==> src/rtl/dac_spi_tx.sv <==
// rtl/dac_spi_tx.sv - 12-bit SPI DAC serial transmitter; DAC_POWERDOWN_EN adds the pd[1:0] frame field.
module dac_spi_tx #(
    parameter int DIV = 4
) (
    input  logic        clk,
    input  logic        reset,
    input  logic        start,
    input  logic [11:0] data_in,
`ifdef DAC_POWERDOWN_EN
    input  logic [1:0]  pd,
`endif
    output logic        CS,
    output logic        SCLK,
    output logic        SDATA,
    output logic        busy,
    output logic        tx_done_tick
);
    localparam int            DW     = $clog2(DIV + 1);
    localparam logic [DW-1:0] DIV_TC = DW'(DIV - 1);

    typedef enum logic [1:0] {S_IDLE, S_SHIFT, S_QUIET} state_t;

    state_t        state_q, state_d;
    logic [DW-1:0] div_q, div_d;
    logic [4:0]    bit_q, bit_d;
    logic [15:0]   sh_q, sh_d;
    logic          cs_q, cs_d;
    logic          sclk_q, sclk_d;
    logic          busy_q;
    logic          tick_q, tick_d;
    logic [1:0]    pd_w;
    logic [15:0]   frame_w;
    logic          tc_w;

`ifdef DAC_POWERDOWN_EN
    assign pd_w = pd;
`else
    assign pd_w = 2'b00;
`endif

    // Bit 11 inverted: two's complement to offset binary.
    assign frame_w = {2'b00, pd_w, ~data_in[11], data_in[10:0]};
    assign tc_w    = (div_q == DIV_TC);

    always_ff @(posedge clk or negedge reset) begin
        if (!reset) begin
            state_q <= S_IDLE;
            div_q   <= '0;
            bit_q   <= '0;
            sh_q    <= '0;
            cs_q    <= 1'b1;
            sclk_q  <= 1'b1;
            busy_q  <= 1'b0;
            tick_q  <= 1'b0;
        end else begin
            state_q <= state_d;
            div_q   <= div_d;
            bit_q   <= bit_d;
            sh_q    <= sh_d;
            cs_q    <= cs_d;
            sclk_q  <= sclk_d;
            busy_q  <= (state_d != S_IDLE);
            tick_q  <= tick_d;
        end
    end

    always_comb begin
        state_d = state_q;
        case (state_q)
            S_IDLE:  if (start) state_d = S_SHIFT;
            S_SHIFT: if (tc_w && !sclk_q && (bit_q == 5'd16)) state_d = S_QUIET;
            S_QUIET: if (tc_w) state_d = S_IDLE;
            default: state_d = S_IDLE;
        endcase
    end

    // The shift register is zero outside a frame, so its MSB doubles as SDATA.
    always_comb begin
        div_d  = div_q;
        bit_d  = bit_q;
        sh_d   = sh_q;
        cs_d   = cs_q;
        sclk_d = sclk_q;
        tick_d = 1'b0;
        case (state_q)
            S_IDLE: begin
                cs_d   = 1'b1;
                sclk_d = 1'b1;
                if (start) begin
                    sh_d  = frame_w;
                    cs_d  = 1'b0;
                    div_d = '0;
                    bit_d = '0;
                end
            end
            S_SHIFT: begin
                if (!tc_w) begin
                    div_d = div_q + DW'(1);
                end else begin
                    div_d = '0;
                    if (sclk_q) begin
                        sclk_d = 1'b0;
                        bit_d  = bit_q + 5'd1;
                    end else if (bit_q == 5'd16) begin
                        sclk_d = 1'b1;
                        cs_d   = 1'b1;
                        sh_d   = '0;
                    end else begin
                        sclk_d = 1'b1;
                        sh_d   = {sh_q[14:0], 1'b0};
                    end
                end
            end
            S_QUIET: begin
                if (tc_w) begin
                    div_d  = '0;
                    tick_d = 1'b1;
                end else begin
                    div_d = div_q + DW'(1);
                end
            end
            default: begin
                cs_d   = 1'b1;
                sclk_d = 1'b1;
                sh_d   = '0;
            end
        endcase
    end

    assign CS           = cs_q;
    assign SCLK         = sclk_q;
    assign SDATA        = sh_q[15];
    assign busy         = busy_q;
    assign tx_done_tick = tick_q;

endmodule
==> config.mk <==
export PLATFORM = sky130hd
export DESIGN_NAME = dac_spi_tx
export DESIGN_NICKNAME = d
export VERILOG_FILES = /design/src/rtl/dac_spi_tx.sv
export SDC_FILE = /design/constraint.sdc
export NUM_CORES = 1
export LEC_CHECK = 0
export CAP_MARGIN = 20
export CORE_UTILIZATION = 33
export CTS_BUF_LIST = sky130_fd_sc_hd__clkbuf_4 sky130_fd_sc_hd__clkbuf_8 sky130_fd_sc_hd__clkbuf_16
export CTS_CLUSTER_DIAMETER = 100
export DETAILED_ROUTE_END_ITERATION = 8
export PLACE_DENSITY = 0.52
export SYNTH_ARGS = -nofsm -noshare
export SYNTH_HDL_FRONTEND = slang
export SYNTH_SLANG_ARGS = --single-unit
==> constraint.sdc <==
create_clock -name clk -period 2.6 [get_ports clk]
set_clock_uncertainty 0.2 [all_clocks]
set_input_delay 0.52 -clock clk [delete_from_list [all_inputs] [get_ports clk]]
set_output_delay 0.52 -clock clk [all_outputs]
set_load 0.05 [all_outputs]
==> impl_results.md, run 1 <==
* Antenna viol nets, final at 0
* Final Cell Area at between 1500 and 2000 um2
* Synth Area in Adders at 0.0580
* Status: completed
* Fmax at between 400 and 500 MHz
* Setup Buffers After CTS at 0
* Sequential share of the synthesized area at 0.499
* Wl on met1 at 1560 um
* Post-synthesis simple-gate area fraction at 0.158
* Pre-CTS WS at 261 ps
* Post-synthesis mux area share at 0.00663
* Setup crit end kind: output pin
* CP startpoint kind: flip-flop
* DIE HEIGHT at between 60 and 70 um
* Mapped Area at roughly 1500 um2
* CTS tree: done
* Synth area leaders: dfrtp_1 (46%), o21ai_1 (6.3%), ha_1 (5.8%)
* Post-route setup slack at roughly 240 ps
* Largest net degree at the start of global routing at 31
* Asr flop ratio synth at 1.00
* Pwr dens at a little over 1000 nW/um2
* Synth area leader: dfrtp_1
* Clock Root Buffer: clkbuf_8
* Most used DFF post-synth: dfrtp_1
* Crit share post-route at 0.906
* Area Growth Syn to Fin at 21.6%
* Top sig layer: met4
* Max clock buf depth at 2
* Cell count along the critical path at 1
* Max-slew violations at 0
* Placeable Area at between 4000 and 5000 um2
* CP max stage cell: clkdlybuf4s50_1
* Buf+Inv Stages, Crit Path at 1
* R2R cell count at 5
* Placer Congestion at between 0.7 and 0.8
* Met2 wire length at ~1500 um
* Drt via density at around 5
* Critical Path AT at around 1600 ps
* Ports at 20
* Routed length on met3 at 156 um
* ANT cells at 0
* Number of synthesized flops with an enable pin at 0
* HPWL Detailed at 2250 um
* Worst-path clk slew at approximately 60 ps
* Port Buffers at 19
* Post-synth cell types at 34
* Total wire length at roughly 3200 um
* # setup viols final at 0
* Via count at roughly 1200
* Compound-Gate Fraction of Synth Area at 0.206
* CP max stage delay at roughly 800 ps
* Utilization after layout at 0.419
* Required @ worst endpoint at between 1500 and 2000 ps
* Cell with the most instances after synthesis: dfrtp_1
* Hold Path Stages at 2
* Vias in the first global route at around 1200
* Clock latency reported for the late side of the worst-skew pair at approximately 280 ps
* All-layer global routing usage at 0.147
* Worst Max-Slew Pin Slew at ~570 ps
* Initial core utilization at 0.344
* Area fraction of the dominant cell type after synthesis at 0.464
* Syn Area/Cell at a little under 10 um2
* Yosys warns at 0
* Leak Pwr at 0.778 nW
* Die Wd at slightly below 70 um
* Routed WL per cell at 14.0 um
* DRC viols at 0
* Dpl cells at roughly 220
* Most frequent cells after synthesis: dfrtp_1 (28), nand2_1 (23), o21ai_1 (19), a22oi_1 (11), inv_1 (8)
* Count of clock tree sinks at 30
* Total gr overflow at 0
* Setup_tns at 0 ps
* Peak VDD IR at ~0.30 mV
* Max-cap viol count at 0
* Post-Synth XOR/XNOR Area at 0.0174
* CP Cell Sequence: clkdlybuf4s50_1
* CTS buffer count at 5
* Register bit total from synthesis at 30
* Synthesized netlist cell count at 157
* Post-route insts no fill at ~230
* Pre-Repair DR Iteration Count at 4
* Synthesized net count at 179
* Global-route wire length before repair at approximately 5500 um
* 1st-iter DRT viols at 69
* RSZ-0062 raised after global routing: false
* Antenna violations before repair at 0
* Main combinational cell family by area after synthesis: compound AO/OA/AOI/OAI gates
* Min-Delay Path Class: reg -> reg
* Slew HR at 0.617
* Worst Path Max Fanout at 5
* Cts hold-fix bufs at 0
* WS Path Type: reg -> out
* Post-CTS resize count at 0
* Final Hold Fails at 0
* Crit-path leading delay family: buffers and inverters
* DP Area at 1740 um2
* Nets at 200
* DIE AREA at roughly 4800 um2
* Share of post-route cells with drive strength above 1 at 0.0838
* Tmin final at ~2400 ps
* Num rows at 24
* Htree depth at 2
[layout by cell type, fill, tap and decap left out, types with 2 or more instances in the layout]
cell type / instances
dfrtp_1: 28
nand2_1: 23
o21ai_1: 19
clkdlybuf4s50_1: 19
a22oi_1: 11
inv_1: 8
ha_1: 7
nor2_1: 6
clkbuf_8: 6
nand2b_1: 5
a21oi_1: 5
a211oi_1: 5
o21ai_0: 4
nand3_1: 4
buf_4: 4
xnor2_1: 3
dfstp_2: 2
nor2b_1: 2
[logic make-up after synthesis]
kind of cell,count (synthesis)
flip-flops,30
AO/OA/AOI/OAI,50
XOR/XNOR,3
multiplexers,1
AND/OR/NAND/NOR,49
buffers and inverters,17
adder cells (fa/ha/maj),7
[per-stage QoR]
step / hold WS (ps) / power [mW]
after floorplan: 24.4 / 1.28
after global placement: 267 / 1.44
after detailed placement: 276 / 1.48
after CTS: 291 / 1.88
after global routing: 307 / 2.00
final: 287 / 1.85
[state kept, by name, summed over array words and instances (netlist names)]
name and count:
CS 1, SCLK 1, div_q 3, busy 1
bit_q 5, sh_q 16, tx_done_tick 1, state_q 2
[layer usage]
metal / GRT usage / vias up
met3: 0.0494 / 4
met1: 0.188 / 558
met5: 0 / -
met2: 0.227 / 33
met4: 0.0600 / 0
li1: - / 589
[path summary, 6_finish.rpt]
kind | start | to | slack (ps)
setup / recovery | SCLK | SCLK | 240
hold / removal | sh_q[5] | sh_q[5] | 290
hold reg to reg | sh_q[5] | sh_q[5] | 290
min in group asynchronous | reset | sh_q[15] | 420
max in group asynchronous | reset | CS | 1450
setup reg to reg | state_q[0] | sh_q[3] | 400
[where the power goes]
group | internal (mW) | switching [mW]
logic | 0.281 | 0.478
clock network | 0.224 | 0.171
registers | 0.610 | 0.0899
[area by class of cell]
cell class / count / area (um2)
clock buffer: 7 / 90.1
clock inverter: 1 / 5.00
sequential: 30 / 753
tap: 52 / 65.1
inverter: 8 / 30.0
fill: 425 / 2550
timing repair buffer: 23 / 220
multi-input combinational: 110 / 672
(Power assumes the default switching activity.)
==> inputs of run 2 (changes only) <==
- HOLD_SLACK_MARGIN: default -> 0.1
==> results of run 2 <==
No change in the layout: final DEF, timing and power equal those of run 1.
==> inputs of run 3 (changes only) <==
- PLACE_DENSITY: 0.52 -> 0.61
==> impl_results.md, run 3 (synthesis results as in run 1) <==
* Status: completed
* Total wire length at 3040 um (-5.8%)
* DIE AREA at 4850 um2 (unchanged)
* Placeable Area at 4380 um2 (unchanged)
* Pwr dens at 998 nW/um2 (-1.2%)
* Tmin final at 2370 ps (+9.65 ps)
* Peak VDD IR at 0.371 mV (+22%)
* ANT cells at 0 (unchanged)
* Cts hold-fix bufs at 0 (unchanged)
* Min-Delay Path Class: reg -> reg
* CP max stage cell: clkdlybuf4s50_1
* CP max stage delay at 810 ps (about the same)
* WS Path Type: reg -> out
* All-layer global routing usage at 0.138 (-0.00871)
* Antenna viol nets, final at 0 (unchanged)
* Slew HR at 0.629 (+0.0117)
* Num rows at 24 (unchanged)
* Largest regs: sh_q (16), bit_q (5), div_q (3)
* Worst Path Max Fanout at 5 (unchanged)
* Nets at 199 (-0.50%)
* # setup viols final at 0 (unchanged)
* Utilization after layout at 0.417 (-0.00171)
* DIE HEIGHT at 69.6 um (unchanged)
* RSZ-0062 raised after global routing: false
* Most flop-heavy register: sh_q
* Worst-path clk slew at 70 ps (about the same)
* Clock Root Buffer: clkbuf_8
* CP startpoint kind: flip-flop
* Placer Congestion at 0.752 (-1.4%)
* Area Growth Syn to Fin at 21.1%
* Clock latency reported for the late side of the worst-skew pair at 280 ps (about the same)
* Crit-path leading delay family: buffers and inverters
* Initial core utilization at 0.344 (unchanged)
* Final Hold Fails at 0 (unchanged)
* Most frequent cells in the layout: dfrtp_1 (28), nand2_1 (23), o21ai_1 (19), clkdlybuf4s50_1 (19), a22oi_1 (11)
* Max-slew violations at 0 (unchanged)
* Max-cap viol count at 0 (unchanged)
* Setup Buffers After CTS at 0 (unchanged)
* Via count at 1155 (-2.4%)
* Pre-Repair DR Iteration Count at 4 (unchanged)
* CTS tree: done
* Critical Path AT at 1650 ps (about the same)
* Setup crit end kind: output pin
* Setup_tns at 0 ps (unchanged)
* Required @ worst endpoint at 1880 ps (about the same)
* Hold path start: sh_q[14]
* Vias in the first global route at 1162 (+0.43%)
* Routed WL per cell at 13.2 um (-5.4%)
* CTS buffer count at 5 (unchanged)
* Crit share post-route at 0.910 (+0.00371)
* HPWL Detailed at 2180 um (-3.4%)
* Antenna violations before repair at 0 (unchanged)
* Htree depth at 2 (unchanged)
* Worst Setup SP: SCLK
* Total gr overflow at 0 (unchanged)
* Max clock buf depth at 2 (unchanged)
* Count of clock tree sinks at 30 (unchanged)
* 1st-iter DRT viols at 105 (+52%)
* Drt via density at 5.02 (-2.0%)
* Buf+Inv Stages, Crit Path at 1 (unchanged)
* Largest net degree at the start of global routing at 31 (unchanged)
* CP Cell Sequence: clkdlybuf4s50_1
* Die Wd at 69.6 um (unchanged)
* DRC viols at 0 (unchanged)
* Worst Max-Slew Pin Slew at 557 ps (-17.5 ps)
* Largest register FFs at 16 (unchanged)
* Global-route wire length before repair at 5290 um (-4.6%)
* Share of post-route cells with drive strength above 1 at 0.0787 (-0.00515)
* Leak Pwr at 0.769 nW (-1.2%)
* Fmax at 423 MHz (-0.41%)
* Ports at 20 (unchanged)
* Worst r2r src: state_q[0]
* Port Buffers at 19 (unchanged)
* Post-CTS resize count at 0 (unchanged)
* Most common cell after layout, fill and taps aside: dfrtp_1
run 3: worst paths after layout:
| kind | to | slack, ps | cells after the start |
|---|---|---|---|
| max in group asynchronous | SCLK | 1450 | 2 |
| max | SCLK | 230 | 1 |
| min | sh_q[14] | 280 | 2 |
| max reg2reg | sh_q[7] | 440 | 5 |
| min in group asynchronous | sh_q[15] | 420 | 2 |
| min reg2reg | sh_q[14] | 280 | 2 |
run 3: metrics by stage:
step                setup slack (ps)  cell area (um2)  hold slack [ps]  power (mW)  std cells
floorplan                        597             1510             24.4        1.28        157
global placement                 356             1730              266        1.42        222
detailed placement               228             1730              271        1.46        222
CTS                              220             1830              284        1.85        230
global route                     191             1830              292        1.97        230
finish                           234             1830              285        1.82        230
run 3: area by class of cell:
class | instances | area, um2
Clock buffer | 6 | 82.6
Clock inverter | 2 | 12.5
Fill cell | 420 | 2560
Inverter | 8 | 30.0
Multi-Input combinational cell | 110 | 672
Sequential cell | 30 | 753
Tap cell | 52 | 65.1
Timing Repair Buffer | 22 | 213
run 3: metal layers:
metal	track usage	share of wire
met4	0.0533	0.013
met1	0.166	0.47
met3	0.0422	0.048
met2	0.231	0.47
met5	0	0
run 3: where the power goes:
group	total [mW]	internal (mW)	switching [mW]	leakage, nW
clock network	0.382	0.212	0.170	0.0472
registers	0.700	0.611	0.0899	0.395
logic	0.741	0.271	0.470	0.327
